===== config.mk =====
export PLATFORM = sky130hd
export DESIGN_NAME = systolic_west_feeder
export DESIGN_NICKNAME = d
export VERILOG_FILES = /design/src/rtl/systolic_west_feeder.sv
export SDC_FILE = /design/constraint.sdc
export NUM_CORES = 1
export LEC_CHECK = 0
export BUFFER_PORTS_ARGS = -buffer_cell sky130_fd_sc_hd__clkbuf_2
export CAP_MARGIN = 15
export CORE_MARGIN = 5
export CORE_UTILIZATION = 48
export DETAILED_ROUTE_END_ITERATION = 12
export HOLD_SLACK_MARGIN = 0.05
export PLACE_DENSITY = 0.7
export SLEW_MARGIN = 30
export SYNTH_ARGS = -nofsm -noshare
export SYNTH_HDL_FRONTEND = slang
export SYNTH_SLANG_ARGS = --single-unit

===== constraint.sdc =====
create_clock -name clk -period 30.4 [get_ports clk]
set_clock_uncertainty 0.2 [all_clocks]
set_input_delay 6.08 -clock clk [delete_from_list [all_inputs] [get_ports clk]]
set_output_delay 6.08 -clock clk [all_outputs]
set_load 0.01 [all_outputs]

===== src/rtl/systolic_west_feeder.sv =====
// -----------------------------------------------------------------------------
// systolic_west_feeder
//
// West-edge driver for a systolic PE array. It takes one row-aligned vector per
// beat and skews it so that row r sees its element r cycles after row 0. It
// drives each row's input/valid/switch wires into column 0. Before the first
// beat of a new weight tile, it injects a switch pulse that promotes the shadow
// weights. That pulse reaches every PE exactly one cycle ahead of the tile's
// first valid data.
//
// Ports
//   clk, rst          clock, asynchronous active-high reset
//   in_valid_i        upstream beat valid
//   in_ready_o        upstream beat accepted when in_valid_i && in_ready_o
//   in_data_i         element r at [r*DATA_W +: DATA_W]
//   in_tile_start_i   beat is first vector of a new weight tile
//   in_last_i         beat is last vector of the job
//   weights_ready_i   shadow weights fully loaded in all PEs
//   sw_ack_o          1-cycle pulse while the switch is being injected
//   out_input_o       per-row PE data input
//   out_valid_o       per-row PE valid input
//   out_switch_o      per-row PE switch input
//   busy_o            FSM active or anything still in the skew pipeline
//   done_o            1-cycle pulse: last beat's row ROWS-1 element on outputs
// -----------------------------------------------------------------------------
module systolic_west_feeder #(
   parameter int unsigned ROWS   = 8,
   parameter int unsigned DATA_W = 8
) (
   input  logic                   clk,
   input  logic                   rst,
   input  logic                   in_valid_i,
   output logic                   in_ready_o,
   input  logic [ROWS*DATA_W-1:0] in_data_i,
   input  logic                   in_tile_start_i,
   input  logic                   in_last_i,
   input  logic                   weights_ready_i,
   output logic                   sw_ack_o,
   output logic [ROWS*DATA_W-1:0] out_input_o,
   output logic [ROWS-1:0]        out_valid_o,
   output logic [ROWS-1:0]        out_switch_o,
   output logic                   busy_o,
   output logic                   done_o
);

   typedef enum logic [2:0] {
      StIdle,
      StStream,
      StSwWait,
      StSwitch,
      StDrain
   } state_e;

   state_e          state_q;
   logic            sw_issued_q;
   logic            sw_ack_q;
   logic [ROWS-1:0] valid_q;   // bit k = valid at skew stage k (stage k drives row k)
   logic [ROWS-1:0] switch_q;
   logic [ROWS-1:0] last_q;

   logic can_take;
   logic need_switch;
   logic accept;

   assign can_take    = (state_q == StIdle) || (state_q == StStream);
   // A tile_start beat is held back until its switch has been injected.
   assign in_ready_o  = can_take && (!in_tile_start_i || sw_issued_q);
   assign accept      = in_valid_i && in_ready_o;
   assign need_switch = in_valid_i && in_tile_start_i && !sw_issued_q;

   // ---------------------------------------------------------------------------
   // Control FSM
   // ---------------------------------------------------------------------------
   always_ff @(posedge clk or posedge rst) begin
      if (rst) begin
         state_q     <= StIdle;
         sw_issued_q <= 1'b0;
         sw_ack_q    <= 1'b0;
      end else begin
         sw_ack_q <= 1'b0;
         if (accept) begin
            sw_issued_q <= 1'b0;
         end
         unique case (state_q)
            StIdle, StStream: begin
               if (need_switch) begin
                  if (weights_ready_i) begin
                     state_q  <= StSwitch;
                     sw_ack_q <= 1'b1;
                  end else begin
                     state_q <= StSwWait;
                  end
               end else if (accept) begin
                  state_q <= in_last_i ? StDrain : StStream;
               end
            end
            StSwWait: begin
               // Upstream withdrew the held beat: abandon the switch.
               if (!in_valid_i) begin
                  state_q <= StStream;
               end else if (weights_ready_i) begin
                  state_q  <= StSwitch;
                  sw_ack_q <= 1'b1;
               end
            end
            StSwitch: begin
               state_q     <= StStream;
               sw_issued_q <= 1'b1;
            end
            StDrain: begin
               if (done_o) begin
                  state_q <= StIdle;
               end
            end
            default: state_q <= StIdle;
         endcase
      end
   end

   // ---------------------------------------------------------------------------
   // Skew pipeline for the control bits. It never stalls; idle cycles shift in
   // zeros.
   // ---------------------------------------------------------------------------
   always_ff @(posedge clk or posedge rst) begin
      if (rst) begin
         valid_q  <= '0;
         switch_q <= '0;
         last_q   <= '0;
      end else begin
         valid_q  <= {valid_q[ROWS-2:0], accept};
         switch_q <= {switch_q[ROWS-2:0], state_q == StSwitch};
         last_q   <= {last_q[ROWS-2:0], accept && in_last_i};
      end
   end

   // Each row only needs its own element, so row r gets an (r+1)-deep delay
   // line instead of carrying the whole vector through every stage.
   for (genvar r = 0; r < ROWS; r++) begin : g_row
      logic [DATA_W-1:0] pipe_q [r+1];

      always_ff @(posedge clk or posedge rst) begin
         if (rst) begin
            for (int k = 0; k <= r; k++) begin
               pipe_q[k] <= '0;
            end
         end else begin
            pipe_q[0] <= accept ? in_data_i[r*DATA_W +: DATA_W] : '0;
            for (int k = 1; k <= r; k++) begin
               pipe_q[k] <= pipe_q[k-1];
            end
         end
      end

      assign out_input_o[r*DATA_W +: DATA_W] = pipe_q[r];
   end

   assign out_valid_o  = valid_q;
   assign out_switch_o = switch_q;
   assign sw_ack_o     = sw_ack_q;
   assign done_o       = last_q[ROWS-1];
   assign busy_o       = (state_q != StIdle) || (|valid_q) || (|switch_q);

endmodule


==> impl_metrics.py <==
metrics = {
    "outcome": {
        "run_status": "completed",
    },
    "placement": {
        "routabilityCongestion": 0.758,
        "port-buffer-count": 153,
        "dp_hpwl_um": 7390,
    },
    "cts": {
        "cts_buffers": 30,
        "max-clock-path-buffers": 3,
        "tritoncts_num_sinks": 317,
        "tritoncts": "done",
        "cts-resized-gates": 0,
        "clk_pin_slew_worst_paths_ns": 0.06,
        "worstSkewPairLatency_ns": 0.53,
        "htreeDepth": 1,
        "clock_tree_root_buffer_cell": "sky130_fd_sc_hd__clkbuf_16",
        "post_cts_hold_buffer_count": 0,
        "postCtsSetupRepairBufs": 0,
    },
    "worst_setup_path": {
        "slowest_stage": "sky130_fd_sc_hd__and2_1",
        "critical_path.max_stage_delay_ns": 0.14,
        "cpLargestDelayFamily": "simple AND/OR/NAND/NOR gates",
        "critical_path.cell_chain": "clkbuf_2 > nand2b_1 > and2_1 > clkbuf_2",
        "critical_path.max_fanout": 3,
        "worstPathRequired_ns": 24.12,
        "timing.critical_path.mode_cell": "sky130_fd_sc_hd__clkbuf_2",
        "worst-endpoint-arrival_ns": 6.56,
        "timing_worst_setup_path_type": "in -> out",
        "crit_buf_inv": 2,
        "start_kind": "input port",
        "critical_path.endpoint_type": "primary output",
    },
    "synthesis": {
        "yosys.cell_count.top_type": "sky130_fd_sc_hd__dfrtp_1",
        "synth-seq-area-share_pct": 87.7,
        "postSynthNetCount": 544,
        "synthDominantAreaCellType": "sky130_fd_sc_hd__dfrtp_1",
        "yosys.area.top_type_share_pct": 87.7,
        "netlist_top_cells_area": "sky130_fd_sc_hd__dfrtp_1, sky130_fd_sc_hd__buf_4, sky130_fd_sc_hd__and2_1",
        "yosys_warning_count": 0,
        "postSynthAreaPerCell_sq_um": 19.1,
        "syn_area_sq_um": 9050,
        "ys_async_sr_fraction_pct": 100,
        "synthDistinctLibCells": 26,
        "syn_inst": 474,
        "synth-edff-count": 0,
        "ys.flop_type": "sky130_fd_sc_hd__dfrtp_1",
        "synth.ff_latch_count": 317,
        "synth_top_cells_by_count": "sky130_fd_sc_hd__dfrtp_1, sky130_fd_sc_hd__buf_4, sky130_fd_sc_hd__and2_1, sky130_fd_sc_hd__and2_4",
    },
    "routing": {
        "drtPass1Iterations": 4,
        "totalWireLength_um": 12100,
        "routed_wire_length_per_instance_um": 14.3,
        "via_count_of_the_routed_design": 3707,
        "final_antenna_net_count": 0,
        "drc": 0,
        "detail_route.iter0.violations": 165,
        "vias_per_cell": 4.36,
    },
    "floorplan": {
        "chipHeight_um": 147,
        "fp.dieArea_sq_um": 21700,
        "floorplan.initialDensity_pct": 48.5,
        "std_cell_rows": 50,
        "design.core.area_sq_um": 18600,
        "floorplan.die.width_um": 147,
        "floorplan.io_pins": 154,
    },
    "timing": {
        "timing.final.crit_period_ns": 12.84,
        "hold_violations": 0,
        "finalSetupViolations": 0,
        "max_slew.worst_pin.slew_ns": 0.795,
        "slew-limit-headroom_pct": 47.0,
        "hold_slack_ns": 0.142,
        "crit_share_post_route_pct": 42.2,
        "rsz0062_at_grt": "no",
        "totalNegativeSetupSlack_ns": 0,
        "slew_violations": 0,
        "highest_attainable_clock_frequency_ghz": 0.0779,
    },
    "grt": {
        "antenna_violations_before_repair": 0,
        "grt_first_pass_wirelength_um": 20700,
        "via_count_of_the_first_global_routing_pass": 4160,
        "grt_use_total_pct": 11.6,
        "maximum_number_of_pins_on_one_net_before_global_route_repair": 159,
        "grt_remaining_overflow": 0,
    },
    "flow_run": {
        "maxCapViolations": 0,
    },
    "min_path": {
        "hold_path_class": "reg -> reg",
    },
    "final_layout": {
        "fraction_of_final_layout_cells_with_drive_strength_greater_than_1_pct": 36.1,
        "finish.net_count": 668,
        "n_fill_cell": 1429,
        "diodes": 0,
        "register_area_sq_um": 7930,
        "area.growth.synth_to_final_pct": 17.7,
        "multi_input_area_sq_um": 632,
    },
    "power": {
        "power.density_nw_per_um2": 87.8,
        "cellLeakagePower_nw": 5.73,
        "vdd_ir_drop_max_uv": 53.8,
    },
}
-- final timing paths --
path | start | end | slack, ns | cells past startpoint
min in group asynchronous | rst | out_input_o[57] | 5.49 | 2
max in group asynchronous | rst | g_row[5].pipe_q[35] | 22.49 | 4
min | g_row[7].pipe_q[56] | g_row[7].pipe_q[48] | 0.14 | 0
min reg2reg | g_row[7].pipe_q[56] | g_row[7].pipe_q[48] | 0.14 | 0
max | in_tile_start_i | in_ready_o | 17.56 | 4
max reg2reg | state_q[2] | sw_issued_q | 28.57 | 3
-- stage by stage --
step | worst slack, ns | util (%) | total power [mW] | instances | cell area (sq um)
6_report | 17.56 | 57.1 | 0.935 | 851 | 10700
3_5_place_dp | 17.57 | 51.8 | 0.585 | 800 | 9660
4_1_cts | 17.56 | 57.1 | 0.951 | 851 | 10600
5_1_grt | 17.52 | 57.1 | 0.981 | 851 | 10700
2_1_floorplan | 15.35 | - | 0.564 | 474 | 9050
3_3_place_gp | 17.58 | 51.8 | 0.579 | 800 | 9660
-- flip-flops by register name (all words and copies together), names as in the netlist --
name          cells
g_row.pipe_q    232
last_q            8
out_input_o      56
out_switch_o      8
out_valid_o       8
state_q           3
sw_ack_o          1
sw_issued_q       1
-- metal layers --
| layer | vias to the layer above | track usage [%] | share of wire (%) |
|---|---|---|---|
| met4 | 0 | 3.96 | 2.4 |
| met2 | 147 | 18.4 | 48 |
| li1 | 1658 | - | - |
| met5 | - | 0 | 0 |
| met1 | 1876 | 15.1 | 40 |
| met3 | 26 | 4.32 | 9.8 |
-- final cells by class --
cell class                 count  share of cell area [%]
sequential                   317                    74.5
clock buffer                  45                    8.43
multi-input combinational     91                    5.93
clock inverter                 6                   0.834
inverter                       3                   0.223
timing repair buffer         155                    7.36
tap                          234                    2.75
-- layout by cell type (no fill, tap or decap) --
master                       count
sky130_fd_sc_hd__nand4_1         1
sky130_fd_sc_hd__a21o_1          1
sky130_fd_sc_hd__clkbuf_1        7
sky130_fd_sc_hd__clkinv_8        1
sky130_fd_sc_hd__clkbuf_2      153
sky130_fd_sc_hd__nor2_2          1
sky130_fd_sc_hd__nor3b_1         1
sky130_fd_sc_hd__mux2i_1         1
sky130_fd_sc_hd__clkinv_2        1
sky130_fd_sc_hd__clkinvlp_4      2
sky130_fd_sc_hd__and2_1         47
sky130_fd_sc_hd__o22ai_1         1
sky130_fd_sc_hd__nor3_1          2
sky130_fd_sc_hd__or3b_1          1
sky130_fd_sc_hd__nor4b_1         1
sky130_fd_sc_hd__and2_4         20
sky130_fd_sc_hd__and3_4          1
sky130_fd_sc_hd__buf_4           1
sky130_fd_sc_hd__nor2_1          2
sky130_fd_sc_hd__nor4_1          3
sky130_fd_sc_hd__clkbuf_16      31
sky130_fd_sc_hd__inv_1           2
sky130_fd_sc_hd__buf_6           1
sky130_fd_sc_hd__nor2b_1         1
sky130_fd_sc_hd__nand2_1         1
sky130_fd_sc_hd__nand2b_1        3
sky130_fd_sc_hd__bufinv_16       2
sky130_fd_sc_hd__a2111oi_1       1
sky130_fd_sc_hd__a21oi_2         1
sky130_fd_sc_hd__and3_1          1
sky130_fd_sc_hd__clkinv_4        1
sky130_fd_sc_hd__clkbuf_8        7
sky130_fd_sc_hd__dfrtp_1       317
-- cell families after synthesis --
logic type	Yosys count	share of synthesized area, %
AOI/OAI and AO/OA	4	0.360
buffers and inverters	66	5.36
DFF	317	87.7
muxes	1	0.111
and+or+nand+nor	86	6.51
-- where the power goes --
part	total (mW)	switching (mW)	internal, mW	leakage (nW)
Combinational	0.0690	0.0395	0.0294	0.975
Sequential	0.506	0.0212	0.485	4.28
Clock	0.360	0.141	0.219	0.477
-- worst register-to-register path, delay by kind of cell (launching register included) --
family | cells | cell delay (ns)
AOI/OAI and AO/OA | 1 | 0.20
and+or+nand+nor | 2 | 0.84
DFF | 1 | 0.45
Note: power is estimated with default switching activity, not from simulation.
